### config.mk
export PLATFORM = sky130hd
export DESIGN_NAME = pipeline_hazard_ctrl_flat
export DESIGN_NICKNAME = d
export VERILOG_FILES = /design/src/rtl/pipeline_hazard_ctrl_if.sv /design/src/rtl/pipeline_hazard_ctrl.sv /design/src/flat_wrapper.sv
export SDC_FILE = /design/constraint.sdc
export NUM_CORES = 1
export LEC_CHECK = 0
export ABC_AREA = 1
export ABC_CLOCK_PERIOD_IN_PS = 3230
export BUFFER_PORTS_ARGS = -buffer_cell sky130_fd_sc_hd__buf_2
export CELL_PAD_IN_SITES_DETAIL_PLACEMENT = 0
export CELL_PAD_IN_SITES_GLOBAL_PLACEMENT = 1
export CORE_UTILIZATION = 29
export CTS_CLUSTER_SIZE = 40
export DETAILED_ROUTE_END_ITERATION = 10
export GPL_TIMING_DRIVEN = 1
export PLACE_DENSITY = 0.88
export SLEW_MARGIN = 20
export SYNTH_ARGS = -nofsm -noshare
export SYNTH_HDL_FRONTEND = slang
export SYNTH_SLANG_ARGS = --single-unit
export TNS_END_PERCENT = 10
### constraint.sdc
create_clock -name clk -period 3.23 [get_ports clk]
set_input_delay 0.646 -clock clk [delete_from_list [all_inputs] [get_ports clk]]
set_output_delay 0.646 -clock clk [all_outputs]
set_load 0.05 [all_outputs]
### src/rtl/pipeline_hazard_ctrl_if.sv
// Hazard-control bundle between the ID/EX pipeline datapath and the hazard unit.
// master = pipeline side (drives decode/EX status), slave = hazard controller.
interface pipeline_hazard_ctrl_if;
    logic [4:0]  id_rs1;
    logic [4:0]  id_rs2;
    logic        id_use_rs1;
    logic        id_use_rs2;
    logic        id_halt;
    logic        id_fence;
    logic        ex_memread;
    logic [4:0]  ex_rd;
    logic        ex_redirect;
    logic        pc_write;
    logic        ifid_write;
    logic        ifid_flush;
    logic        idex_flush;
    logic        halted;
    logic [15:0] stall_cnt;
    logic [15:0] flush_cnt;

    modport master (
        output id_rs1, id_rs2, id_use_rs1, id_use_rs2, id_halt, id_fence,
        output ex_memread, ex_rd, ex_redirect,
        input  pc_write, ifid_write, ifid_flush, idex_flush, halted,
        input  stall_cnt, flush_cnt
    );

    modport slave (
        input  id_rs1, id_rs2, id_use_rs1, id_use_rs2, id_halt, id_fence,
        input  ex_memread, ex_rd, ex_redirect,
        output pc_write, ifid_write, ifid_flush, idex_flush, halted,
        output stall_cnt, flush_cnt
    );
endinterface

### src/rtl/pipeline_hazard_ctrl.sv
// Pipeline hazard controller: load-use stall, EX redirect flush, HALT/FENCE drain.
// Performance counters are built only when HAZARD_PERF_CNT_EN is defined.
module pipeline_hazard_ctrl #(
    parameter int unsigned DRAIN_CYCLES = 3
) (
    input logic                   clk,
    input logic                   rst,
    pipeline_hazard_ctrl_if.slave hz
);
    typedef enum logic [1:0] {
        RUN,
        DRAIN_FENCE,
        DRAIN_HALT,
        HALTED
    } state_t;

    localparam logic [2:0] DCNT_INIT = 3'(DRAIN_CYCLES - 1);

    state_t     state;
    state_t     state_nxt;
    logic [2:0] dcnt;
    logic [2:0] dcnt_nxt;
    logic       halted_q;
    logic       rs1_hit;
    logic       rs2_hit;
    logic       load_use;
    logic       pc_write;
    logic       ifid_write;
    logic       ifid_flush;
    logic       idex_flush;

    assign rs1_hit  = hz.id_use_rs1 && (hz.id_rs1 == hz.ex_rd);
    assign rs2_hit  = hz.id_use_rs2 && (hz.id_rs2 == hz.ex_rd);
    assign load_use = hz.ex_memread && (hz.ex_rd != '0) && (rs1_hit || rs2_hit);

    always_ff @(posedge clk) begin
        if (rst) begin
            state    <= RUN;
            dcnt     <= '0;
            halted_q <= 1'b0;
        end else begin
            state    <= state_nxt;
            dcnt     <= dcnt_nxt;
            halted_q <= (state_nxt == HALTED);
        end
    end

    // Priority in RUN: redirect (wrong-path ID) > load-use > halt/fence.
    always_comb begin
        state_nxt  = state;
        dcnt_nxt   = dcnt;
        pc_write   = 1'b1;
        ifid_write = 1'b1;
        ifid_flush = 1'b0;
        idex_flush = 1'b0;
        case (state)
            RUN: begin
                if (hz.ex_redirect) begin
                    ifid_flush = 1'b1;
                    idex_flush = 1'b1;
                end else if (load_use) begin
                    pc_write   = 1'b0;
                    ifid_write = 1'b0;
                    idex_flush = 1'b1;
                end else if (hz.id_halt || hz.id_fence) begin
                    pc_write   = 1'b0;
                    ifid_flush = 1'b1;
                    idex_flush = 1'b1;
                    dcnt_nxt   = DCNT_INIT;
                    state_nxt  = hz.id_halt ? DRAIN_HALT : DRAIN_FENCE;
                end
            end
            DRAIN_FENCE, DRAIN_HALT: begin
                pc_write   = 1'b0;
                ifid_write = 1'b0;
                idex_flush = 1'b1;
                if (dcnt == '0) begin
                    state_nxt = (state == DRAIN_HALT) ? HALTED : RUN;
                end else begin
                    dcnt_nxt = dcnt - 3'd1;
                end
            end
            HALTED: begin
                pc_write   = 1'b0;
                ifid_write = 1'b0;
                idex_flush = 1'b1;
            end
            default: begin
                state_nxt = RUN;
            end
        endcase
    end

    assign hz.pc_write   = pc_write;
    assign hz.ifid_write = ifid_write;
    assign hz.ifid_flush = ifid_flush;
    assign hz.idex_flush = idex_flush;
    assign hz.halted     = halted_q;

`ifdef HAZARD_PERF_CNT_EN
    logic [15:0] stall_q;
    logic [15:0] flush_q;

    // Saturating counters; cycles spent in HALTED are not stalls.
    always_ff @(posedge clk) begin
        if (rst) begin
            stall_q <= '0;
            flush_q <= '0;
        end else begin
            if (!pc_write && (state != HALTED) && (stall_q != '1)) begin
                stall_q <= stall_q + 16'd1;
            end
            if (ifid_flush && (flush_q != '1)) begin
                flush_q <= flush_q + 16'd1;
            end
        end
    end

    assign hz.stall_cnt = stall_q;
    assign hz.flush_cnt = flush_q;
`else
    assign hz.stall_cnt = '0;
    assign hz.flush_cnt = '0;
`endif
endmodule

### src/flat_wrapper.sv
// flat-port wrapper written by rule: the top's interface ports become plain ports
module pipeline_hazard_ctrl_flat 
#(
    parameter int unsigned DRAIN_CYCLES = 3
)
  (clk, rst, hz_id_rs1, hz_id_rs2, hz_id_use_rs1, hz_id_use_rs2, hz_id_halt, hz_id_fence, hz_ex_memread, hz_ex_rd, hz_ex_redirect, hz_pc_write, hz_ifid_write, hz_ifid_flush, hz_idex_flush, hz_halted, hz_stall_cnt, hz_flush_cnt);
  pipeline_hazard_ctrl_if hz_i ();
  input logic clk;
  input logic rst;
  input wire logic [$bits(hz_i.id_rs1)-1:0] hz_id_rs1;
  input wire logic [$bits(hz_i.id_rs2)-1:0] hz_id_rs2;
  input wire logic [$bits(hz_i.id_use_rs1)-1:0] hz_id_use_rs1;
  input wire logic [$bits(hz_i.id_use_rs2)-1:0] hz_id_use_rs2;
  input wire logic [$bits(hz_i.id_halt)-1:0] hz_id_halt;
  input wire logic [$bits(hz_i.id_fence)-1:0] hz_id_fence;
  input wire logic [$bits(hz_i.ex_memread)-1:0] hz_ex_memread;
  input wire logic [$bits(hz_i.ex_rd)-1:0] hz_ex_rd;
  input wire logic [$bits(hz_i.ex_redirect)-1:0] hz_ex_redirect;
  output wire logic [$bits(hz_i.pc_write)-1:0] hz_pc_write;
  output wire logic [$bits(hz_i.ifid_write)-1:0] hz_ifid_write;
  output wire logic [$bits(hz_i.ifid_flush)-1:0] hz_ifid_flush;
  output wire logic [$bits(hz_i.idex_flush)-1:0] hz_idex_flush;
  output wire logic [$bits(hz_i.halted)-1:0] hz_halted;
  output wire logic [$bits(hz_i.stall_cnt)-1:0] hz_stall_cnt;
  output wire logic [$bits(hz_i.flush_cnt)-1:0] hz_flush_cnt;
  assign hz_i.id_rs1 = hz_id_rs1;
  assign hz_i.id_rs2 = hz_id_rs2;
  assign hz_i.id_use_rs1 = hz_id_use_rs1;
  assign hz_i.id_use_rs2 = hz_id_use_rs2;
  assign hz_i.id_halt = hz_id_halt;
  assign hz_i.id_fence = hz_id_fence;
  assign hz_i.ex_memread = hz_ex_memread;
  assign hz_i.ex_rd = hz_ex_rd;
  assign hz_i.ex_redirect = hz_ex_redirect;
  assign hz_pc_write = hz_i.pc_write;
  assign hz_ifid_write = hz_i.ifid_write;
  assign hz_ifid_flush = hz_i.ifid_flush;
  assign hz_idex_flush = hz_i.idex_flush;
  assign hz_halted = hz_i.halted;
  assign hz_stall_cnt = hz_i.stall_cnt;
  assign hz_flush_cnt = hz_i.flush_cnt;
  pipeline_hazard_ctrl #(.DRAIN_CYCLES(DRAIN_CYCLES)) u_core (.clk(clk), .rst(rst), .hz(hz_i));
endmodule
Word level (Yosys, flattened, before mapping)
Cells that the tools add are included.
{"block": "word_totals", "elab_cells": 53, "regBits": 6, "ramBits": 0, "n_memories": 0, "out_inout_bits": 37, "rom_bits": 0, "latchBits": 0}
{"block": "op_classes", "bitwise_logic": 0, "muxes": 26, "multipliers": 0, "div": 0, "reduce_logical": 13, "magnitude_cmp": 0, "n_addsub": 1, "n_eq_ne": 10, "shift": 0}
{"op": "$mux W2", "count": 6}
{"op": "$mux W3", "count": 4}
{"op": "$mux W1", "count": 11}
{"op": "$eq A5 B5 Y1", "count": 2}
{"op": "$eq A2 B2 Y1 const B", "count": 3}
{"op": "$ne A2 B2 Y1 const B", "count": 3}
{"op": "$pmux W1 S2", "count": 3}
{"op": "$pmux W3 S2", "count": 1}
{"op": "$reduce_and A5 Y1", "count": 1}
{"op": "$reduce_bool A5 Y1", "count": 1}
{"op": "$logic_and A1 B1 Y1", "count": 4}
{"op": "$pmux W2 S2", "count": 1}
{"op": "$logic_not A3 Y1", "count": 1}
{"op": "$reduce_or A3 Y1", "count": 1}
{"op": "$sub A3 B1 Y3 const B", "count": 1}
{"op": "$eq A2 B1 Y1 const B", "count": 1}
{"op": "$logic_not A2 Y1", "count": 1}
{"op": "$logic_or A1 B1 Y1", "count": 2}
{"op": "$ne A2 B1 Y1 const B", "count": 1}
{"op": "$reduce_bool A2 Y1", "count": 1}
{"op": "$reduce_or A2 Y1", "count": 1}

Depth between registers and ports, before layout
Gate-level depths: netlist of the first run.
{"block": "logic_depth", "word_depth": 8, "mapped_depth": 14}

Worst setup path after synthesis of the first run
No wires, ideal clock.
{"block": "synth_timing", "kind": "input-to-output", "from": "input hz_ex_rd[0]", "to": "output hz_pc_write", "t_required_ns": 2.584, "arrival_time_ns": 2.214, "path_slack_ns": 0.370, "path_stages": 7, "path_buffers": 0, "cell_sequence": "nor2_1 -> nand3_1 -> o21ai_1 -> inv_1 -> nand2_4 -> nand2_1 -> o21ai_0"}
{"block": "synth_between", "elab_chain_cells": 7, "elab_cells_between_ends": 11, "classes_between": "eq/ne: 2; mux: 3; reduce/logical: 6"}
{"item": "start: declaration", "line_no": "flat_wrapper.sv:17", "text": "input wire logic [$bits(hz_i.ex_rd)-1:0] hz_ex_rd;"}
{"item": "$eq A5 B5 Y1, on equally long branches", "line_no": "pipeline_hazard_ctrl.sv:32, pipeline_hazard_ctrl.sv:33"}
{"item": "$logic_and A1 B1 Y1, on equally long branches", "line_no": "pipeline_hazard_ctrl.sv:32, pipeline_hazard_ctrl.sv:33"}
{"item": "$logic_or A1 B1 Y1", "line_no": "pipeline_hazard_ctrl.sv:34", "text": "assign load_use = hz.ex_memread && (hz.ex_rd != '0) && (rs1_hit || rs2_hit);"}
{"item": "$logic_and A1 B1 Y1 *", "line_no": "pipeline_hazard_ctrl.sv:34"}
{"item": "$mux W1 *", "line_no": "pipeline_hazard_ctrl.sv:61", "text": "end else if (load_use) begin"}
{"item": "$mux W1 *", "line_no": "pipeline_hazard_ctrl.sv:58", "text": "if (hz.ex_redirect) begin"}
{"item": "$pmux W1 S2 *", "line_no": "pipeline_hazard_ctrl.sv:56", "text": "case (state)"}
{"item": "end: declaration", "line_no": "flat_wrapper.sv:19", "text": "output wire logic [$bits(hz_i.pc_write)-1:0] hz_pc_write;"}
Mark *: on every way between the ends. The rest lies on a longest branch, timed or not.

Worst setup path after layout of the first run
{"block": "layout_timing", "from": "input hz_ex_rd[0]", "to": "output hz_idex_flush"}
{"block": "layout_between", "elab_chain_cells": 7, "elab_cells_between_ends": 11, "classes_between": "eq/ne: 2; mux: 3; reduce/logical: 6"}
{"item": "$eq A5 B5 Y1, on equally long branches", "line_no": "pipeline_hazard_ctrl.sv:32, pipeline_hazard_ctrl.sv:33"}
{"item": "$logic_and A1 B1 Y1, on equally long branches", "line_no": "pipeline_hazard_ctrl.sv:32, pipeline_hazard_ctrl.sv:33"}
{"item": "$logic_or A1 B1 Y1", "line_no": "pipeline_hazard_ctrl.sv:34"}
{"item": "$logic_and A1 B1 Y1 *", "line_no": "pipeline_hazard_ctrl.sv:34"}
{"item": "$mux W1 *", "line_no": "pipeline_hazard_ctrl.sv:61"}
{"item": "$mux W1 *", "line_no": "pipeline_hazard_ctrl.sv:58"}
{"item": "$pmux W1 S2 *", "line_no": "pipeline_hazard_ctrl.sv:56"}
{"item": "end: declaration", "line_no": "flat_wrapper.sv:22", "text": "output wire logic [$bits(hz_i.idex_flush)-1:0] hz_idex_flush;"}
Marks and branches as above.

==> results.py, run 1 <==
metrics = {
    "run_status": {
        "outcome": "complete, no violations",
    },
    "clocking": {
        "clkSinkCount": 6,
        "cts_tree": "built",
        "cts_max_level": 1,
        "clk_latency_ns": 0.23,
        "clkTransAtPathRegs_ns": 0.04,
        "cts_buffer_depth": 2,
        "holdBufCountCts": 0,
        "cts_root_buffer": "clkbuf_4",
        "postCtsSetupBuffers": 0,
        "cts-resized-gates": 0,
        "cts_buffers": 3,
    },
    "detailed_routing": {
        "postRouteAntennaNets": 0,
        "vias": 859,
        "wl_um": 1510,
        "first_pass_iters": 4,
        "drtIter0Drc": 20,
        "post_drt_wl_per_cell_um": 6.49,
        "post-route-drc-count": 0,
        "via_per_inst": 3.69,
    },
    "setup_path": {
        "cp_top_family": "simple AND/OR/NAND/NOR gates",
        "cp-end-kind": "output pin",
        "cpMostUsedCell": "buf_2",
        "cp.arrival_ns": 1.80,
        "cp_slowest_stage_delay_ns": 0.30,
        "cp_max_fo": 6,
        "cp_cell_sequence": "buf_2 > nor2_1 > nand3_1 > o21ai_1 > inv_1 > nand2_4 > nand2_1 > or3_1 > buf_2",
        "reg2reg_to": "u_core.dcnt[1]",
        "path_buf_inv": 3,
        "path_class": "in2out",
        "r2r_setup_slack_ns": 1.63,
        "r2r-start": "u_core.state[0]",
        "worstPathRequired_ns": 2.58,
        "cp-start-kind": "primary input",
        "critPathSlowestCell": "or3_1",
        "reg2reg_depth": 7,
    },
    "synth": {
        "synth-seq-area-share_pct": 12.7,
        "yosys.cell_count.top_type": "nand2_1",
        "yosys-top-cells-area": "buf_4 (25%), nand2_1 (17%), dfxtp_1 (13%), inv_1 (8.7%), ha_1 (7.9%)",
        "ys_types": 22,
        "yosysWarnings": 0,
        "avgSynthCellArea_sq_um": 5.91,
        "ys_async_sr_fraction_pct": 0,
        "synth_top_area_cell": "buf_4",
        "synth_seq_cells": 6,
        "synth-edff-count": 0,
        "yosys.area.top_type_share_pct": 25.4,
        "netlist_instances": 160,
        "synth_ff_type": "dfxtp_1",
        "yosys-top-cells-count": "nand2_1 (44), buf_4 (32), inv_1 (22)",
        "synth_area_sq_um": 946,
    },
    "timing": {
        "finalHoldViolCount": 0,
        "post-route-period-util_pct": 75.8,
        "rsz0062_at_grt": "false",
        "holdWs_ns": 0.483,
        "fin_skew_ns": 0.00313,
        "final-max-slew-violation-count": 0,
        "fin_setup_tns_ns": 0,
        "setup-violations-final": 0,
        "layout_min_cycle_time_ns": 2.45,
        "max_freq_mhz": 408,
    },
    "grt": {
        "grt_pass1_vias": 661,
        "overflow": 0,
        "antenna_found_initial": 0,
        "grt.total_usage_pct": 8.54,
        "grt_max_degree": 7,
        "grt_pass1_wl_um": 2420,
    },
    "power": {
        "power_mw": 0.750,
        "p_leak_nw": 0.664,
        "ir_drop_mv": 0.156,
        "power_density_nw_per_um2": 725,
    },
    "layout": {
        "drive_above_1_share_pct": 22.2,
        "multi_input_area_sq_um": 604,
        "final_nets": 220,
        "synthToLayoutAreaGrowth_pct": 9.39,
        "regArea_sq_um": 120,
        "diodes": 0,
        "final_cells": 233,
        "fin_util_pct": 33.6,
        "fillers": 357,
    },
    "min_path": {
        "holdPathEnd": "u_core.dcnt[0]",
        "hold-path-cell-count": 2,
        "hp-class": "reg2reg",
        "min_from": "u_core.dcnt[0]",
    },
    "floorplanning": {
        "start_util_pct": 30.7,
        "io_pins": 60,
        "core_area_sq_um": 3080,
        "die_h_um": 59.1,
        "dieArea_sq_um": 3490,
        "fp.dieW_um": 59.1,
        "rows": 20,
    },
    "place": {
        "numPlacedInstances": 230,
        "port_buffers": 27,
        "dpl.hpwl_um": 1350,
        "gp_congestion": 0.724,
    },
    "run": {
        "cap_violations": 0,
    },
}
[per-stage QoR]
step | setup slack (ns) | cell area, sq um
floorplan | 0.370 | 1060
global placement | 0.780 | 1010
detailed placement | 0.767 | 1010
CTS | 0.771 | 1030
global route | 0.676 | 1030
finish | 0.780 | 1030
[cell usage in the layout, fill, tap and decap left out, drive strengths merged, types with 3 or more instances in the layout]
| cell type | count |
|---|---|
| conb | 32 |
| dfxtp | 6 |
| a21oi | 4 |
| clkbuf | 3 |
| inv | 26 |
| nand2 | 48 |
| nand3 | 9 |
| nor2 | 16 |
| o21ai | 5 |
| buf | 27 |
| ha | 6 |
[cells by family (layout without fill, tap and decap cells)]
logic type	Yosys count	in the layout	share of synthesized area, %
buffers and inverters	58	56	35.7
flip-flops	6	6	12.7
other	1	32	0.396
multiplexers	1	1	1.06
AND/OR/NAND/NOR	77	77	35.7
AO/OA/AOI/OAI	10	10	5.56
XOR/XNOR	1	1	0.926
adder cells (fa/ha/maj)	6	6	7.94
[worst min-delay path, stage by stage, from the launching register on]
cell and delay, ns:
dfxtp_1 0.31, nand2_1 0.07, a21oi_1 0.05
[metal layers]
layer | routed length [um] | GRT usage [%] | vias up | part of all wire [%]
li1 | - | - | 476 | -
met3 | 101 | 0.437 | 0 | 6.7
met2 | 680 | 14.6 | 31 | 45
met5 | 0 | 0 | - | 0
met1 | 731 | 11.3 | 352 | 48
met4 | 0 | 3.06 | 0 | 0
[worst max-delay path by stage]
stage	start	to	slack (ns)	depth (start not counted)
2_1_floorplan	hz_ex_rd[0]	hz_pc_write	0.37	7
3_3_place_gp	hz_ex_rd[0]	hz_idex_flush	0.78	9
3_5_place_dp	hz_ex_rd[0]	hz_idex_flush	0.77	9
4_1_cts	hz_ex_rd[0]	hz_idex_flush	0.77	9
5_1_grt	hz_ex_rd[0]	hz_idex_flush	0.68	9
6_report	hz_ex_rd[0]	hz_idex_flush	0.78	9
[sequential cells by signal, summed over array words and instances, names as in the netlist]
register	cells
u_core.dcnt	3
u_core.hz.halted	1
u_core.state	2
[cell type report]
type | count | share of cell area (%)
sequential | 6 | 11.6
inverter | 26 | 9.43
tap | 44 | 5.32
multi-input combinational | 127 | 58.4
timing repair buffer | 27 | 13.1
clock buffer | 3 | 2.18
[where the power goes]
group / leakage (nW) / switching [mW] / total [mW] / internal (mW)
registers: 0.0492 / 0.0222 / 0.128 / 0.106
clock network: 0.0138 / 0.0224 / 0.0641 / 0.0417
logic: 0.601 / 0.402 / 0.557 / 0.156
Power figures use the tool's default switching activity.
==> inputs of run 2 (changes only) <==
ABC_AREA = 0   (was 1)
ABC_CLOCK_PERIOD_IN_PS = 2100   (was 3230)
CORE_UTILIZATION = 25   (was 29)
PLACE_DENSITY = 0.78   (was 0.88)
clock period = 2.1 ns   (was 3.23 ns; I/O delays follow)
==> run 2 against run 1 <==
Effect of this change:
- the run now ends with setup timing left
- core utilization is 0.71 points higher
- register-to-register slack lost 1.3 ns
- non-clock buffer count rose by 9
- first-iteration DRC count is 50% higher
- sequential share of layout area down 1.3 points
- combinational power increased by 4.1%
- critical path depth fell by 2
- worst setup slack worse by 0.92 ns
- worst hold slack worse by 0.10 ns
- via count is 7.2% lower
- global-route usage rose by 2.3 points
- die area is 10% higher
- largest cell class unchanged
- highest routed layer unchanged
==> results.py, run 2 <==
metrics = {
    "run_status": {
        "outcome": "finished with violations",
        "violations": "setup timing",
    },
    "grt": {
        "grt.total_usage_pct": 10.9,
        "grt_pass1_vias": 669,
        "grt_pass1_wl_um": 3020,
        "grt_max_degree": 8,
        "antenna_found_initial": 0,
        "overflow": 0,
    },
    "timing": {
        "max_freq_mhz": 446,
        "setup_ws_ns": -0.141,
        "layout_min_cycle_time_ns": 2.24,
        "fin_skew_ns": 0.00289,
        "finalHoldViolCount": 0,
        "final-max-slew-violation-count": 0,
        "fin_setup_tns_ns": -0.317,
        "setup-violations-final": 3,
        "holdWs_ns": 0.383,
        "post-route-period-util_pct": 107,
        "rsz0062_at_grt": "true",
    },
    "setup_path": {
        "r2r-start": "u_core.dcnt[0]",
        "path_class": "in2out",
        "worstPathRequired_ns": 1.68,
        "cp-start-kind": "primary input",
        "cp-end-kind": "output pin",
        "crit_start": "hz_ex_rd[2]",
        "cp.arrival_ns": 1.82,
        "cp_max_fo": 3,
    },
    "layout": {
        "multi_input_area_sq_um": 689,
        "final_nets": 182,
        "diodes": 0,
        "final_cell_mix": "conb_1 (32), buf_2 (21), buf_4 (9), xnor2_1 (7), a21oi_1 (7)",
        "drive_above_1_share_pct": 37.7,
        "final_cells": 197,
        "largest_reg_flops": 3,
        "regArea_sq_um": 120,
        "layout_commonest_cell": "conb_1",
        "fillers": 365,
        "largest_register": "u_core.dcnt",
        "synthToLayoutAreaGrowth_pct": 29.2,
    },
    "clocking": {
        "cts_root_buffer": "clkbuf_4",
        "holdBufCountCts": 0,
        "cts_buffer_depth": 2,
        "clkSinkCount": 6,
        "cts_tree": "built",
        "clk_latency_ns": 0.25,
        "cts_buffers": 3,
        "clkTransAtPathRegs_ns": 0.05,
        "cts_max_level": 1,
    },
    "power": {
        "pwr-share-clk_pct": 13.6,
        "power.share.sequential_pct": 18.1,
        "p_comb_share_pct": 68.3,
        "p_leak_nw": 0.552,
        "ir_drop_mv": 0.331,
        "power_switching_mw": 0.444,
        "swShare_pct": 52.3,
        "power_density_nw_per_um2": 729,
        "power.internal_mw": 0.404,
    },
    "synth": {
        "synth_top_area_cell": "buf_4",
        "avgSynthCellArea_sq_um": 7.97,
        "synth_seq_cells": 6,
        "yosys-top-cells-area": "buf_4 (27%), dfxtp_1 (13%), xnor2_1 (9.7%), ha_1 (8.3%), a21oi_1 (4.4%)",
        "ys_types": 36,
        "ys_async_sr_fraction_pct": 0,
        "yosys.cell_count.top_type": "buf_4",
        "netlist_instances": 113,
        "synth-edff-count": 0,
        "synth_area_sq_um": 901,
        "yosysWarnings": 0,
        "yosys-top-cells-count": "buf_4 (32), xnor2_1 (10), a21oi_1 (8)",
        "yosys.area.top_type_share_pct": 26.7,
        "synth_ff_type": "dfxtp_1",
        "synth-seq-area-share_pct": 13.3,
    },
    "floorplanning": {
        "dieArea_sq_um": 3850,
        "die_h_um": 62.0,
        "io_pins": 60,
        "rows": 21,
        "fp.dieW_um": 62.0,
        "start_util_pct": 26.6,
        "core_area_sq_um": 3390,
    },
    "place": {
        "gp_congestion": 0.781,
        "port_buffers": 27,
        "numPlacedInstances": 192,
        "dpl.hpwl_um": 1530,
    },
    "detailed_routing": {
        "postRouteAntennaNets": 0,
        "vias": 797,
        "drtIter0Drc": 30,
        "first_pass_iters": 4,
        "post_drt_wl_per_cell_um": 9.69,
        "wl_um": 1910,
        "post-route-drc-count": 0,
        "via_per_inst": 4.05,
    },
    "min_path": {
        "min_from": "rst",
        "hp-class": "in2reg",
    },
    "run": {
        "cap_violations": 0,
    },
}
run 2: changes by cell type in the layout (fill, tap and decap cells not counted), sizes merged, moves of 2 or more:
cell / delta
nor2b: +4
and2b: +2
xnor2: +9
buf: +9
a21oi: +4
o21a: +2
nor2: -11
nand2b: +2
nand2: -45
inv: -20
nand3: -7
run 2: worst paths after layout:
kind	to	slack [ns]	cells past startpoint
worst max-delay path	hz_ifid_flush	-0.14	7
worst max register to register	u_core.hz.halted	0.34	8
worst min register to register	u_core.dcnt[1]	0.47	2
worst min-delay path	u_core.state[1]	0.38	2
run 2: layout make-up:
class / count / area share (%)
Inverter: 6 / 1.94
Sequential cell: 6 / 10.3
Clock buffer: 3 / 1.94
Timing Repair Buffer: 36 / 21.6
Multi-Input combinational cell: 100 / 59.2
Tap cell: 46 / 4.95
run 2: kinds of logic (layout without fill, tap and decap cells):
| kind of cell | count (synthesis) | in the layout | synth area share (%) |
|---|---|---|---|
| AOI/OAI and AO/OA | 24 | 24 | 20.3 |
| xor gates and xnor gates | 10 | 10 | 9.72 |
| adders and majority gates | 6 | 6 | 8.33 |
| buffers and inverters | 38 | 45 | 29.2 |
| DFF | 6 | 6 | 13.3 |
| muxes | 1 | 1 | 1.11 |
| other | 1 | 32 | 0.416 |
| and+or+nand+nor | 27 | 27 | 17.6 |
run 2: what timing repair did:
| action | in CTS | in global routing |
|---|---|---|
| pin swaps | 3 | 4 |
| setup buffers | 2 | 0 |
| gates resized for setup | 18 | 5 |
| setup endpoints to repair | 4 | 4 |
run 2: power by group through the flow:
stage	Combinational [mW]	Clock, mW	Sequential, mW
3_5_place_dp	0.532	0	0.156
3_3_place_gp	0.530	0	0.154
2_1_floorplan	0.472	0	0.158
5_1_grt	0.629	0.126	0.156
6_report	0.580	0.115	0.153
4_1_cts	0.575	0.121	0.153
run 2: metal layers:
metal | vias to the layer above | GRT usage [%] | wire (um)
met5 | - | 0 | 0
met4 | 0 | 3.81 | 0
met3 | 0 | 1.86 | 63
met2 | 24 | 18.1 | 1040
met1 | 375 | 14.1 | 805
li1 | 398 | - | -
run 2: worst max-delay path, stage by stage:
cell     delay (ns)
buf_8          0.10
or4_4          0.54
o21ai_4        0.17
and2b_2        0.25
nor2_2         0.07
o21a_2         0.13
buf_8          0.14
run 2: stage by stage:
step / util, % / setup slack, ns / area (sq um) / power (mW)
floorplan: - / -0.0207 / 1030 / 0.630
global placement: 30.4 / -0.243 / 1030 / 0.684
detailed placement: 30.4 / -0.266 / 1030 / 0.687
CTS: 33.5 / -0.180 / 1130 / 0.849
global route: 34.3 / -0.180 / 1160 / 0.910
finish: 34.3 / -0.141 / 1160 / 0.848
